**config.mk**
```make
export PLATFORM = sky130hd
export DESIGN_NAME = serial_accumulator_n
export DESIGN_NICKNAME = d
export VERILOG_FILES = /design/src/rtl/serial_accumulator_n.sv
export SDC_FILE = /design/constraint.sdc
export NUM_CORES = 1
export LEC_CHECK = 0
export ABC_AREA = 0
export CORE_ASPECT_RATIO = 1.1
export CORE_MARGIN = 5
export CORE_UTILIZATION = 35
export CTS_CLUSTER_SIZE = 25
export DETAILED_ROUTE_END_ITERATION = 7
export GPL_ROUTABILITY_DRIVEN = 0
export GPL_TIMING_DRIVEN = 0
export SLEW_MARGIN = 20
export SYNTH_ARGS = -nofsm -noshare
export SYNTH_HDL_FRONTEND = slang
export SYNTH_SLANG_ARGS = --single-unit
```
**constraint.sdc**
```tcl
create_clock -name clk -period 3.1 [get_ports clk]
set_input_delay 0.775 -clock clk [delete_from_list [all_inputs] [get_ports clk]]
set_output_delay 0.775 -clock clk [all_outputs]
set_load 0.05 [all_outputs]
```
**src/rtl/serial_accumulator_n.sv**
```systemverilog
// rtl/serial_accumulator_n.sv - debounced-button serial accumulator with wrap/saturate modes
// Each load press folds data_in into the sum; completion on stop press or sample limit.
module serial_accumulator_n #(
  parameter int DATA_W    = 8,
  parameter int SUM_W     = 8,
  parameter int MAX_COUNT = 16,
  parameter int DB_CYCLES = 1_000_000,
  parameter int CNT_W     = $clog2(MAX_COUNT + 1)
) (
  input  logic              clk,
  input  logic              reset,
  input  logic [DATA_W-1:0] data_in,
  input  logic [1:0]        mode,
  input  logic              load_btn,
  input  logic              stop_btn,
  output logic [SUM_W-1:0]  sum_out,
  output logic [CNT_W-1:0]  count_out,
  output logic              ready_led,
  output logic              done_led,
  output logic              overflow_led
);

  localparam int DB_CW = (DB_CYCLES < 2) ? 1 : $clog2(DB_CYCLES);
  localparam logic [DB_CW-1:0] DB_LAST = DB_CW'(DB_CYCLES - 1);
  localparam int BTN_LOAD = 0;
  localparam int BTN_STOP = 1;

  typedef enum logic {
    S_READY = 1'b0,
    S_DONE  = 1'b1
  } state_t;

  logic [1:0]       w_btn_raw;
  logic [1:0]       r_s1;
  logic [1:0]       r_s2;
  logic [1:0]       r_db_level;
  logic [1:0]       r_db_prev;
  logic [DB_CW-1:0] r_db_cnt [2];
  logic [1:0]       w_pulse;
  logic             w_load_p;
  logic             w_stop_p;

  assign w_btn_raw = {stop_btn, load_btn};

  // Both button paths share one process: sync, debounce, then edge-detect.
  always_ff @(posedge clk or posedge reset) begin
    if (reset) begin
      r_s1       <= '0;
      r_s2       <= '0;
      r_db_level <= '0;
      r_db_prev  <= '0;
      r_db_cnt[0] <= '0;
      r_db_cnt[1] <= '0;
    end else begin
      r_s1      <= w_btn_raw;
      r_s2      <= r_s1;
      r_db_prev <= r_db_level;
      for (int i = 0; i < 2; i++) begin
        if (r_s2[i] != r_db_level[i]) begin
          if (r_db_cnt[i] == DB_LAST) begin
            r_db_level[i] <= ~r_db_level[i];
            r_db_cnt[i]   <= '0;
          end else begin
            r_db_cnt[i] <= r_db_cnt[i] + DB_CW'(1);
          end
        end else begin
          r_db_cnt[i] <= '0;
        end
      end
    end
  end

  assign w_pulse  = r_db_level & ~r_db_prev;
  assign w_load_p = w_pulse[BTN_LOAD];
  assign w_stop_p = w_pulse[BTN_STOP];

  state_t           r_state;
  state_t           w_state_nxt;
  logic [SUM_W-1:0] r_sum;
  logic [SUM_W-1:0] w_sum_nxt;
  logic [CNT_W-1:0] r_count;
  logic [CNT_W-1:0] w_count_nxt;
  logic [CNT_W-1:0] w_count_inc;
  logic             r_ovf;
  logic             w_ovf_nxt;

  logic [SUM_W-1:0] w_data_ext;
  logic [SUM_W:0]   w_add;
  logic [SUM_W:0]   w_sub;
  logic [SUM_W-1:0] w_op_sum;
  logic             w_op_ovf;

  assign w_data_ext  = SUM_W'(data_in);
  assign w_add       = {1'b0, r_sum} + {1'b0, w_data_ext};
  assign w_sub       = {1'b0, r_sum} - {1'b0, w_data_ext};
  assign w_count_inc = r_count + CNT_W'(1);

  // Bit SUM_W of the widened result is the carry (add) or borrow (subtract).
  always_comb begin
    w_op_sum = w_add[SUM_W-1:0];
    w_op_ovf = w_add[SUM_W];
    case (mode)
      2'b01: begin
        if (w_add[SUM_W]) begin
          w_op_sum = '1;
          w_op_ovf = 1'b1;
        end
      end
      2'b10: begin
        w_op_sum = w_sub[SUM_W-1:0];
        w_op_ovf = w_sub[SUM_W];
        if (w_sub[SUM_W]) begin
          w_op_sum = '0;
        end
      end
      default: begin
        w_op_sum = w_add[SUM_W-1:0];
        w_op_ovf = w_add[SUM_W];
      end
    endcase
  end

  always_comb begin
    w_state_nxt = r_state;
    w_sum_nxt   = r_sum;
    w_count_nxt = r_count;
    w_ovf_nxt   = r_ovf;
    case (r_state)
      S_READY: begin
        if (w_load_p) begin
          w_sum_nxt   = w_op_sum;
          w_count_nxt = w_count_inc;
          w_ovf_nxt   = r_ovf | w_op_ovf;
          if (w_stop_p || (w_count_inc == CNT_W'(MAX_COUNT))) begin
            w_state_nxt = S_DONE;
          end
        end else if (w_stop_p) begin
          w_state_nxt = S_DONE;
        end
      end
      S_DONE: begin
        // The restart press only clears; it is not accumulated.
        if (w_load_p) begin
          w_sum_nxt   = '0;
          w_count_nxt = '0;
          w_ovf_nxt   = 1'b0;
          w_state_nxt = S_READY;
        end
      end
      default: begin
        w_state_nxt = S_READY;
      end
    endcase
  end

  always_ff @(posedge clk or posedge reset) begin
    if (reset) begin
      r_state <= S_READY;
      r_sum   <= '0;
      r_count <= '0;
      r_ovf   <= 1'b0;
    end else begin
      r_state <= w_state_nxt;
      r_sum   <= w_sum_nxt;
      r_count <= w_count_nxt;
      r_ovf   <= w_ovf_nxt;
    end
  end

  assign sum_out      = r_sum;
  assign count_out    = r_count;
  assign overflow_led = r_ovf;
  assign ready_led    = (r_state == S_READY);
  assign done_led     = (r_state == S_DONE);

endmodule

```
==> results of run 1 <==
[flip-flops by register name, indices dropped and copies added (netlist names)]
name,count
r_db_cnt,40
r_s2,2
overflow_led,1
r_s1,2
r_db_prev,2
r_db_level,2
sum_out,8
count_out,5
done_led,1
[synth_stat cells (5+ instances only)]
cell type  count
a21oi_1       18
a22o_1         6
and3_1         7
clkbuf_1      12
dfrtp_1       63
ha_1          22
inv_1         29
nand2_1       21
nand2b_1       6
nand3_1       26
nand4_1       10
nor2_1        53
nor2b_1        5
nor3_1         9
o21a_1         5
o21ai_0       10
o21ai_1        8
or3_1          6
xnor2_1       17
xor2_1        24
[power breakdown]
group          internal (W)  switching [W]  leakage (nW)
Clock              0.000556       0.000335         0.125
Sequential         0.000837      0.0000130         0.841
Combinational      0.000117       0.000164          1.07
Total               0.00151       0.000512          2.04
[layout make-up]
cell class,instances,share of cell area
buffer,13,0.01226
clock buffer,12,0.05251
clock inverter,3,0.004264
inverter,30,0.02452
multi-input combinational,310,0.4587
sequential,63,0.3358
tap,147,0.03918
timing repair buffer,32,0.07276
[final timing paths]
kind / start / endpoint / slack, ns / cells past startpoint
worst min register to register: r_s1[0] / r_s2[0] / 0.35 / 0
worst min-delay path: r_s1[0] / r_s2[0] / 0.35 / 0
max in group asynchronous: reset / sum_out[3] / 1.89 / 3
worst max register to register: sum_out[0] / sum_out[3] / 0.43 / 8
min in group asynchronous: reset / r_db_cnt[18] / 0.72 / 2
worst max-delay path: data_in[4] / sum_out[5] / 0.08 / 10
[logic make-up (layout without fill, tap and decap cells)]
group,Yosys count,in the layout,share of synthesized area
simple gates,162,162,0.2107
compound gates,79,79,0.1498
flops,63,63,0.4078
buf+inv,45,90,0.04628
xor+xnor,41,41,0.09288
fa+ha+maj,24,24,0.08155
mux,4,4,0.01100
[worst register-to-register path: stages, from the launching register on]
cell	delay, ns
dfrtp_1	0.39
ha_2	0.21
fa_2	0.37
nor2b_4	0.14
o311a_4	0.33
o31ai_4	0.33
nand4_1	0.14
a221o_1	0.38
a32o_1	0.25
[metrics by stage]
stage,std cells,cell area (um^2)
floorplan,418,3866
finish,610,4695
CTS,612,4657
global route,610,4695
detailed placement,595,4370
global placement,594,4340
[timing repair]
item,CTS,global route
gates resized for setup,2,9
setup endpoints to repair,6,6
buffers inserted,2,0
pin swaps,2,4
cloned,0,0
[placed cells by master (no fill, tap or decap), types with 3 or more instances in the layout]
cell type        instances
clkbuf_16                9
clkdlybuf4s50_1         27
and3_1                   7
dfrtp_1                 63
nand3_1                 26
nor2_1                  53
clkbuf_1                13
inv_1                   28
o21ai_0                 10
and4_1                   3
nand4_1                 10
xnor2_1                 17
xor2_1                  24
nand2_1                 21
a22o_1                   6
nor2b_1                  5
o22ai_1                  4
o21ai_1                  8
nor3_1                   9
nor4_1                   4
o21a_1                   5
ha_1                    20
or3_1                    6
a22oi_1                  3
nand2b_1                 6
a21oi_1                 18
[metal layers]
metal / routed length [um] / track usage
met4: 201 / 0.06082
met3: 337 / 0.02189
met1: 3828 / 0.1783
met5: 0 / 0
met2: 4015 / 0.2223
==> results.py, run 1 <==
metrics = {
    "status": {
        "status": "completed",
    },
    "synth": {
        "syn-num-nets": 456,
        "ys_ff_latch": 63,
        "yosysTopAreaCellShare": 0.4078,
        "ys_types": 60,
        "syn_area_um2": 3866,
        "yosys_warnings": 0,
        "ys_async_sr_fraction": 1.000,
        "synth-edff-count": 0,
        "synth.avg_cell_area_um2": 9.249,
        "synth.area.top_cells": "dfrtp_1, ha_1, xor2_1, nor2_1, xnor2_1",
        "synth_cells": 418,
        "synth-main-ff-cell": "dfrtp_1",
        "yosys.area.top_type": "dfrtp_1",
        "synth_seq_area_share": 0.4078,
    },
    "sta": {
        "finalHoldViolCount": 0,
        "fin_crit_ns": 3.017,
        "clock.fmax_mhz": 331.4,
        "whs_ns": 0.3488,
        "period_share": 0.9733,
        "timing.final.ws_setup_ns": 0.08282,
        "rsz0062_at_grt": "no",
        "drv_slew": 0,
        "setup_viol": 0,
        "final.setup.tns_ns": 0,
        "worst_clock_skew_ns": 0.003926,
        "slew_headroom": 0.6430,
        "worstMarginPinSlew_ns": 0.5314,
    },
    "layout": {
        "syn2layout_area_growth_pct": 21.42,
        "fin_nets": 497,
        "fillers": 1079,
        "n_antenna_cell": 0,
        "seq_area_um2": 1577,
        "multi_input_area_um2": 2153,
        "postLayoutCoreUtil": 0.4323,
        "drive_above_1_share": 0.07775,
    },
    "pwr": {
        "p_leak_nw": 2.036,
        "ir_drop_v": 0.0003016,
        "totalPowerFinal_w": 0.002022,
        "power_density_nw_per_um2": 430.7,
    },
    "detailed_routing": {
        "drt_first_pass_iters": 4,
        "drt_wl_total_um": 8383,
        "vias_per_cell": 5.090,
        "drt_iter0_drc": 123,
        "routedWlPerCell_um": 13.74,
        "vias": 3105,
        "drcViolationCount": 0,
        "final_antenna_net_count": 0,
    },
    "global_routing": {
        "grt_pass1_wl_um": 14500,
        "antenna_found_initial": 0,
        "overflow": 0,
        "grt_usage": 0.1369,
        "grt_pass1_vias": 3081,
        "grt_max_degree": 51,
    },
    "worst_setup_path": {
        "crit_family": "compound AO/OA/AOI/OAI gates",
        "crit_path_top_delay_cell": "clkdlybuf4s50_1",
        "endpoint_kind": "flip-flop",
        "worstPathArrival_ns": 3.23,
        "setup.worst_path.start_class": "primary input",
        "cp.required_ns": 3.31,
        "cp_num_buf_inv": 3,
        "cp_max_fo": 10,
        "path_cells": "clkdlybuf4s50_1 > inv_1 > ha_1 > buf_2 > or2_1 > a2111o_1 > o311ai_2 > a31oi_1 > a311o_1 > a22o_1",
        "critPathKind": "primary input to flip-flop",
        "crit_path_max_incr_delay_ns": 0.48,
    },
    "clocking": {
        "cts_sinks": 63,
        "htreeDepth": 3,
        "clkLatencyLatePin_ns": 0.32,
        "cts_tree": "yes",
        "clk_pin_slew_ns": 0.05,
        "holdBufCountCts": 0,
        "cts-root-buf": "clkbuf_16",
        "cts_buffers": 9,
        "clockBufferDepth": 2,
    },
    "place": {
        "dp_slack_ns": -0.5625,
        "dp_hpwl_um": 6228,
        "port_buffers": 29,
    },
    "job": {
        "drv_cap": 0,
    },
    "die": {
        "dieArea_um2": 13250,
        "core-area_um2": 10860,
        "die_x_um": 110.2,
        "row_count": 40,
        "io_pins": 30,
        "floorplan.initialDensity": 0.3560,
        "die_h_um": 120.2,
    },
    "min_path": {
        "hold_path_class": "flip-flop to flip-flop",
    },
}
Note: power is estimated with default switching activity, not from simulation.
==> run 2: changes to the inputs <==
--- a/config.mk
+++ b/config.mk
@@ -9,7 +9,7 @@
 export CORE_ASPECT_RATIO = 1.1
 export CORE_MARGIN = 5
 export CORE_UTILIZATION = 35
-export CTS_CLUSTER_SIZE = 25
+export CTS_CLUSTER_SIZE = 16
 export DETAILED_ROUTE_END_ITERATION = 7
 export GPL_ROUTABILITY_DRIVEN = 0
 export GPL_TIMING_DRIVEN = 0
==> results of run 2 <==
Same layout as run 1: the final DEF is identical, and so are final timing and power.
